--- src/rtl/dmem_arbiter.sv ---
// Data-memory arbiter: CPU MEM stage vs. loader/debug port, CPU priority with a
// bounded-starvation run counter and a loader lock mode for bulk transfers.
//
//   state  | meaning
//   SHARED | CPU has priority, loader forced through after MAX_CPU_RUN contested wins
//   LOCKED | loader owns memory exclusively, CPU always stalled
module dmem_arbiter #(
  parameter int DATA_WIDTH  = 32,
  parameter int ADDR_WIDTH  = 32,
  parameter int MAX_CPU_RUN = 4
) (
  input  logic                  clock,
  input  logic                  reset,
  input  logic                  cpu_req,
  input  logic                  cpu_we,
  input  logic [ADDR_WIDTH-1:0] cpu_addr,
  input  logic [DATA_WIDTH-1:0] cpu_wdata,
  output logic [DATA_WIDTH-1:0] cpu_rdata,
  output logic                  cpu_stall,
  input  logic                  ldr_req,
  input  logic                  ldr_we,
  input  logic [ADDR_WIDTH-1:0] ldr_addr,
  input  logic [DATA_WIDTH-1:0] ldr_wdata,
  input  logic                  ldr_lock,
  output logic                  ldr_gnt,
  output logic                  ldr_locked,
  output logic [DATA_WIDTH-1:0] ldr_rdata,
  output logic                  ldr_rvalid,
  output logic [ADDR_WIDTH-1:0] mem_addr,
  output logic                  mem_read_en,
  output logic                  mem_write_en,
  output logic [DATA_WIDTH-1:0] mem_wdata,
  input  logic [DATA_WIDTH-1:0] mem_rdata
);

  typedef enum logic {
    ST_SHARED = 1'b0,
    ST_LOCKED = 1'b1
  } state_t;

  localparam logic [3:0] RUN_MAX = 4'(MAX_CPU_RUN);

  state_t                r_state;
  state_t                w_state_nxt;
  logic [3:0]            r_run_cnt;
  logic [3:0]            w_run_cnt_nxt;
  logic                  w_ldr_gnt;
  logic                  w_cpu_gnt;
  logic                  w_ldr_rd;
  logic                  r_ldr_rvalid;
  logic [DATA_WIDTH-1:0] r_ldr_rdata;

  always_ff @(posedge clock or posedge reset) begin
    if (reset) begin
      r_state <= ST_SHARED;
    end else begin
      r_state <= w_state_nxt;
    end
  end

  always_comb begin
    w_state_nxt = r_state;
    case (r_state)
      ST_SHARED: if (ldr_lock)  w_state_nxt = ST_LOCKED;
      ST_LOCKED: if (!ldr_lock) w_state_nxt = ST_SHARED;
      default:                  w_state_nxt = ST_SHARED;
    endcase
  end

  // Grant decision and memory-port mux; only one requester drives memory per cycle.
  always_comb begin
    w_ldr_gnt    = 1'b0;
    w_cpu_gnt    = 1'b0;
    mem_addr     = '0;
    mem_wdata    = '0;
    mem_read_en  = 1'b0;
    mem_write_en = 1'b0;
    if (r_state == ST_LOCKED) begin
      w_ldr_gnt = ldr_req;
    end else begin
      w_ldr_gnt = ldr_req && (!cpu_req || (r_run_cnt == RUN_MAX));
      w_cpu_gnt = cpu_req && !w_ldr_gnt;
    end
    if (w_ldr_gnt) begin
      mem_addr     = ldr_addr;
      mem_wdata    = ldr_wdata;
      mem_write_en = ldr_we;
      mem_read_en  = !ldr_we;
    end else if (w_cpu_gnt) begin
      mem_addr     = cpu_addr;
      mem_wdata    = cpu_wdata;
      mem_write_en = cpu_we;
      mem_read_en  = !cpu_we;
    end
  end

  // Counts contested CPU wins; any loader grant or idle loader resets the streak.
  always_comb begin
    w_run_cnt_nxt = r_run_cnt;
    if (w_ldr_gnt || !ldr_req) begin
      w_run_cnt_nxt = '0;
    end else if (w_cpu_gnt && (r_run_cnt != RUN_MAX)) begin
      w_run_cnt_nxt = r_run_cnt + 4'd1;
    end
  end

  assign w_ldr_rd = w_ldr_gnt && !ldr_we;

  always_ff @(posedge clock or posedge reset) begin
    if (reset) begin
      r_run_cnt    <= '0;
      r_ldr_rvalid <= 1'b0;
      r_ldr_rdata  <= '0;
    end else begin
      r_run_cnt    <= w_run_cnt_nxt;
      r_ldr_rvalid <= w_ldr_rd;
      if (w_ldr_rd) begin
        r_ldr_rdata <= mem_rdata;
      end
    end
  end

  assign ldr_gnt    = w_ldr_gnt;
  assign cpu_stall  = cpu_req && !w_cpu_gnt;
  assign cpu_rdata  = mem_rdata;
  assign ldr_locked = (r_state == ST_LOCKED);
  assign ldr_rvalid = r_ldr_rvalid;
  assign ldr_rdata  = r_ldr_rdata;

endmodule

--- config.mk ---
export PLATFORM = sky130hd
export DESIGN_NAME = dmem_arbiter
export DESIGN_NICKNAME = d
export VERILOG_FILES = /design/src/rtl/dmem_arbiter.sv
export SDC_FILE = /design/constraint.sdc
export NUM_CORES = 1
export LEC_CHECK = 0
export CORE_AREA = 2 2 117 119
export DETAILED_ROUTE_END_ITERATION = 16
export DIE_AREA = 0 0 119 121
export HOLD_SLACK_MARGIN = 0.03
export PLACE_DENSITY = 0.63
export SLEW_MARGIN = 25
export SYNTH_ARGS = -nofsm -noshare
export SYNTH_HDL_FRONTEND = slang
export SYNTH_SLANG_ARGS = --single-unit
--- constraint.sdc ---
create_clock -name clock -period 2.4 [get_ports clock]
set_input_delay 0.48 -clock clock [delete_from_list [all_inputs] [get_ports clock]]
set_output_delay 0.48 -clock clock [all_outputs]
set_load 0.03 [all_outputs]
# ---- Yosys cells after proc, flatten, opt, wreduce, memory -nomap -nowiden
# Cells that the tools add are included.
dict set report classes {
  n_addsub 1
  n_eq_ne 2
  n_mux 13
  reduce_logical 14
}
# operator n
set ops {}
lappend ops {{two-way mux 32 bit} 4}
lappend ops {{two-way mux 4 bit} 2}
lappend ops {{two-way mux 1 bit} 7}
lappend ops {{logical NOT 1 bit} 6}
lappend ops {{logical AND 1 bit} 5}
lappend ops {{adder 4 x 1 -> 4 bit (second input constant)} 1}
lappend ops {{== test 4 x 3 -> 1 bit (second input constant)} 1}
lappend ops {{inequality test 4 x 3 -> 1 bit (second input constant)} 1}
lappend ops {{logical OR 1 bit} 2}
lappend ops {{nonzero test 2 bit} 1}
dict set report word_totals {
  ff_bits 38
  inputBits 167
  output_inout_bits 134
  wordCells 34
}

# ---- Logic depth before layout (Yosys ltp)
dict set report logic_depth {
  depth_word 9
  ltp_mapped 7
  mapped_depth_nobuf 5
}

# ---- Worst setup path after synthesis
# No wires, ideal clock.
dict set report synth_timing {
  path_kind {register to output}
  startpoint {register r_state (netlist: ldr_locked)}
  endpoint {output mem_write_en}
  arrival_ps 1868
  required_time_ps 1920
  setup_slack_ps 52
  path_stages_with_launch 5
  path_buffers 1
  cell_sequence {dfrtp_1 -> and2b_1 -> a21boi_2 -> buf_2 -> o31ai_1}
}
dict set report synth_between {
  elab_cells_between_ends 4
  cone_classes {mux: 4}
}
# element line_no
set synth_lines {}
lappend synth_lines {{start, declared} 43} ;# state_t r_state;
lappend synth_lines {{start signal, assigned} 57} ;# r_state <= w_state_nxt;
lappend synth_lines {{two-way mux 1 bit} 78} ;# if (r_state == ST_LOCKED) begin
lappend synth_lines {{named net ldr_gnt} 25} ;# output logic ldr_gnt,
lappend synth_lines {{two-way mux 1 bit} 84} ;# if (w_ldr_gnt) begin
lappend synth_lines {{end, declared} 31} ;# output logic mem_write_en,
# The timed path passes the listed nets, and every way through them passes these cells.

# ---- Final worst setup path
dict set report layout_timing {
  startpoint {register r_run_cnt[0]}
  endpoint {output mem_wdata[23]}
}
dict set report layout_between {
  elab_chain_len 8
  elab_cells_between_ends 9
  cone_classes {eq/ne: 1; mux: 4; reduce/logical: 4}
}
# element line_no
set layout_lines {}
lappend layout_lines {{start, declared} 45} ;# logic [3:0] r_run_cnt;
lappend layout_lines {{start signal, assigned} 115} ;# r_run_cnt <= w_run_cnt_nxt;
lappend layout_lines {{== test 4 x 3 -> 1 bit *} 81} ;# w_ldr_gnt = ldr_req && (!cpu_req || (r_run_cnt == RUN_MAX));
lappend layout_lines {{logical OR 1 bit *} 81}
lappend layout_lines {{logical AND 1 bit *} 81}
lappend layout_lines {{logical NOT 1 bit} 82} ;# w_cpu_gnt = cpu_req && !w_ldr_gnt;
lappend layout_lines {{logical AND 1 bit} 82}
lappend layout_lines {{two-way mux 1 bit} 78}
lappend layout_lines {{two-way mux 32 bit} 89} ;# end else if (w_cpu_gnt) begin
lappend layout_lines {{two-way mux 32 bit *} 84}
lappend layout_lines {{end, declared} 32} ;# output logic [DATA_WIDTH-1:0] mem_wdata,
# Mark *: on every way between the ends. The rest lies on a longest branch, timed or not.

==> results.rst <==
.. list-table::
   :header-rows: 1

   * - Metric
     - Value
   * - Gate Count Post-Synth
     - 210
   * - Final estimated routing congestion in global placement
     - 0.892
   * - DRC violation count after routing
     - 0
   * - Kind of cell with the highest combined delay on the critical path
     - buffers and inverters
   * - Fin Clk Skew
     - 0.00385 ns
   * - Clock input transition at the sequential cells of the worst setup and hold paths
     - 0.06 ns
   * - Sequential cell area fraction in the yosys report
     - 39.0%
   * - Final min period
     - 2.41 ns
   * - Placement Setup Slack
     - -0.0345 ns
   * - Seq cells post-synth
     - 38
   * - Chip Width
     - 119 um
   * - Post-route worst setup slack
     - -0.0116 ns
   * - Peak VDD IR
     - 0.000604 V
   * - Critical path fanouts, max
     - 15
   * - Most used cell along the critical path
     - sky130_fd_sc_hd__buf_12
   * - Share of synthesized registers carrying an async set or reset
     - 100%
   * - Number of clock sinks
     - 38
   * - Placeable core area
     - 13100 um^2
   * - Fmax
     - 415 MHz
   * - Total track usage
     - 17.8%
   * - Worst min path class
     - reg2reg
   * - Number of max-slew violations in the final report
     - 0
   * - Cells along the critical path
     - inv_2 -> ha_4 -> and3b_2 -> a21oi_4 -> buf_12 -> buf_12 -> a22o_1 -> buf_12
   * - Worst endpoint data arrival time
     - 1.93 ns
   * - Max transition margin
     - 67.1%
   * - Cell area after placement
     - 5550 um^2
   * - Final core area utilization
     - 46.2%
   * - Total via count in the routed design
     - 2934
   * - I/O Buffers
     - 300
   * - Share of cells above drive strength 1
     - 28.5%
   * - First-pass GRT wire length
     - 19200 um
   * - Iteration count of the initial detailed-routing pass
     - 4
   * - Prevailing post-synth register cell
     - sky130_fd_sc_hd__dfrtp_1
   * - Post-DP HPWL
     - 10300 um
   * - Final wirelength
     - 13400 um
   * - Area growth from synthesis to layout
     - 148%
   * - Clk Tree Root Cell
     - sky130_fd_sc_hd__clkbuf_16
   * - Leak pwr
     - 2.52 nW
   * - TritonCTS buffer count
     - 5
   * - Power density normalized to cell area
     - 522 nW/um^2
   * - Total number of yosys warnings
     - 0
   * - Count of flip-flops with a built-in enable after synthesis
     - 0
   * - CP Class
     - reg2out
   * - Vias in the first global route
     - 3092
   * - Die outline area
     - 14400 um^2
   * - Netlist area before placement
     - 2440 um^2
   * - Total buffers and inverters traversed by the critical path
     - 4
   * - Ports placed on the boundary
     - 301
   * - Mapped Nets
     - 379
   * - RSZ-0062 raised after global routing
     - yes
   * - Initial detailed-routing violation count
     - 183
   * - Number of hold-slack violations in the final timing report
     - 0
   * - Highest-delay cell along the critical path
     - sky130_fd_sc_hd__dfrtp_1
   * - Die Y
     - 121 um
   * - # H-tree levels
     - 2
   * - Post-route cell area
     - 6040 um^2
   * - Buffer depth of the longest clock path
     - 2
   * - Antenna violations before repair
     - 3
   * - Drt wl/cell
     - 20.2 um
   * - Part of the cycle the worst path needs
     - 100%
   * - TritonCTS clock tree
     - built
   * - Required @ worst endpoint
     - 1.92 ns
   * - Overall power after layout
     - 3.15 mW
   * - Effective utilization at floorplan
     - 18.6%
   * - Critical path's largest stage delay
     - 0.36 ns
   * - Failing checks
     - negative setup slack
   * - Maximum capacitance violations
     - 0
   * - Worst hold path cell count
     - 1
   * - # setup viols final
     - 3
   * - Total Neg Setup Slack
     - -0.0152 ns
   * - Pin slew with the least headroom to its limit
     - 0.493 ns
   * - Type of destination of the critical path
     - output port
   * - Stages on worst setup path
     - 8
   * - Nets
     - 652
   * - Distinct cell type count of the synthesized netlist
     - 24
   * - Number of nets still failing antenna checks after routing
     - 0
   * - Pin count of the biggest net entering global routing
     - 39
   * - Count of standard-cell rows
     - 42
   * - Total overflow reported by the global router
     - 0
   * - Outcome
     - complete, but fails checks
   * - Cts-stage hold buffer count
     - 0
   * - Mean Syn Cell Area
     - 11.6 um^2
   * - Via density per instance
     - 4.43
   * - Worst-Skew Late Latency
     - 0.28 ns
   * - Startpoint types
     - flop
   * - Worst R2R Path Depth
     - 5
-- area by class of cell --
| class | instances | area (um^2) |
|---|---|---|
| fillers | 1227 | 7040 |
| flip-flops and latches | 38 | 951 |
| inverters | 5 | 18.8 |
| clock inverters | 3 | 40.0 |
| well taps | 176 | 220 |
| multi-input cells | 118 | 1200 |
| diodes | 2 | 5.00 |
| repair buffers | 315 | 3480 |
| clock buffers | 5 | 125 |
-- path summary, 6_finish.rpt --
kind,slack (ns),end,startpoint
worst max-delay path,-0.01,mem_wdata[23],r_run_cnt[0]
worst min-delay path,0.50,ldr_rdata[7],ldr_rdata[7]
worst max register to register,0.67,ldr_rdata[13],ldr_locked
worst min register to register,0.50,ldr_rdata[7],ldr_rdata[7]
max in group asynchronous,1.44,r_run_cnt[1],reset
min in group asynchronous,0.62,ldr_rdata[11],reset
-- kinds of logic (layout without fill, tap and decap cells) --
logic type                 Yosys count  count (layout)  share of synthesized area [%]
AOI/OAI and AO/OA                   70              70                           25.4
xor gates and xnor gates             2               2                          0.719
adders and majority gates            2               2                           1.03
buffers and inverters               54             328                           15.8
DFF                                 38              38                           39.0
muxes                               32              32                           14.8
other                                0               2                              0
and+or+nand+nor                     12              12                           3.29
-- cells in the mapped netlist, drive strengths merged (2+ instances only) --
master	number	area (um^2)
buf	49	365
ha	2	25.0
inv	5	18.8
dfrtp	38	951
a22o	64	561
a21oi	2	25.0
nand3	2	10.0
nand2b	2	12.5
nor2	4	15.0
mux2	32	360
-- stage by stage --
step,hold slack [ns],std cells
after global routing,0.518,661
after global placement,0.466,646
final,0.495,662
after CTS,0.499,661
after floorplan,0.453,210
after detailed placement,0.482,646
-- flip-flops by register name, indices dropped and copies added, names as in the netlist --
register and flops:
ldr_rdata 32, ldr_rvalid 1, ldr_locked 1, r_run_cnt 4
-- placed cells by master, fill, tap and decap left out, types with 3 or more instances in the layout --
master	n
sky130_fd_sc_hd__clkdlybuf4s50_1	230
sky130_fd_sc_hd__a22o_1	56
sky130_fd_sc_hd__buf_6	44
sky130_fd_sc_hd__dfrtp_1	38
sky130_fd_sc_hd__mux2_2	30
sky130_fd_sc_hd__buf_12	28
sky130_fd_sc_hd__buf_4	10
sky130_fd_sc_hd__a22o_4	8
sky130_fd_sc_hd__clkbuf_16	5
sky130_fd_sc_hd__nor2_1	4
sky130_fd_sc_hd__inv_1	3
-- metal layers --
layer / GRT usage [%] / up-vias / wire [um]
li1: - / 1312 / -
met3: 7.94 / 14 / 1570
met2: 29.3 / 203 / 6500
met5: 0 / - / 11
met4: 4.84 / 2 / 208
met1: 20.9 / 1403 / 5090
-- power breakdown --
group / switching (mW) / total [mW] / leakage, nW / internal (mW)
registers: 0.0536 / 0.794 / 0.456 / 0.740
clock network: 0.255 / 0.741 / 0.0836 / 0.486
logic: 0.773 / 1.62 / 1.98 / 0.844
-- what timing repair did --
| item | in CTS | in global routing |
|---|---|---|
| resized for setup | 31 | 31 |
| setup endpoints to repair | 66 | 59 |
| setup buffers | 6 | 1 |
| gates cloned | 2 | 0 |
| pin swaps | 3 | 7 |
| hold endpoints to repair | 0 | 0 |
-- worst reg2reg max path, stage by stage (launching register included) --
cell                      delay [ns]
sky130_fd_sc_hd__dfrtp_1        0.43
sky130_fd_sc_hd__and2b_1        0.25
sky130_fd_sc_hd__buf_4          0.16
sky130_fd_sc_hd__a21oi_4        0.16
sky130_fd_sc_hd__buf_12         0.23
sky130_fd_sc_hd__mux2_2         0.38
Power figures use the tool's default switching activity.
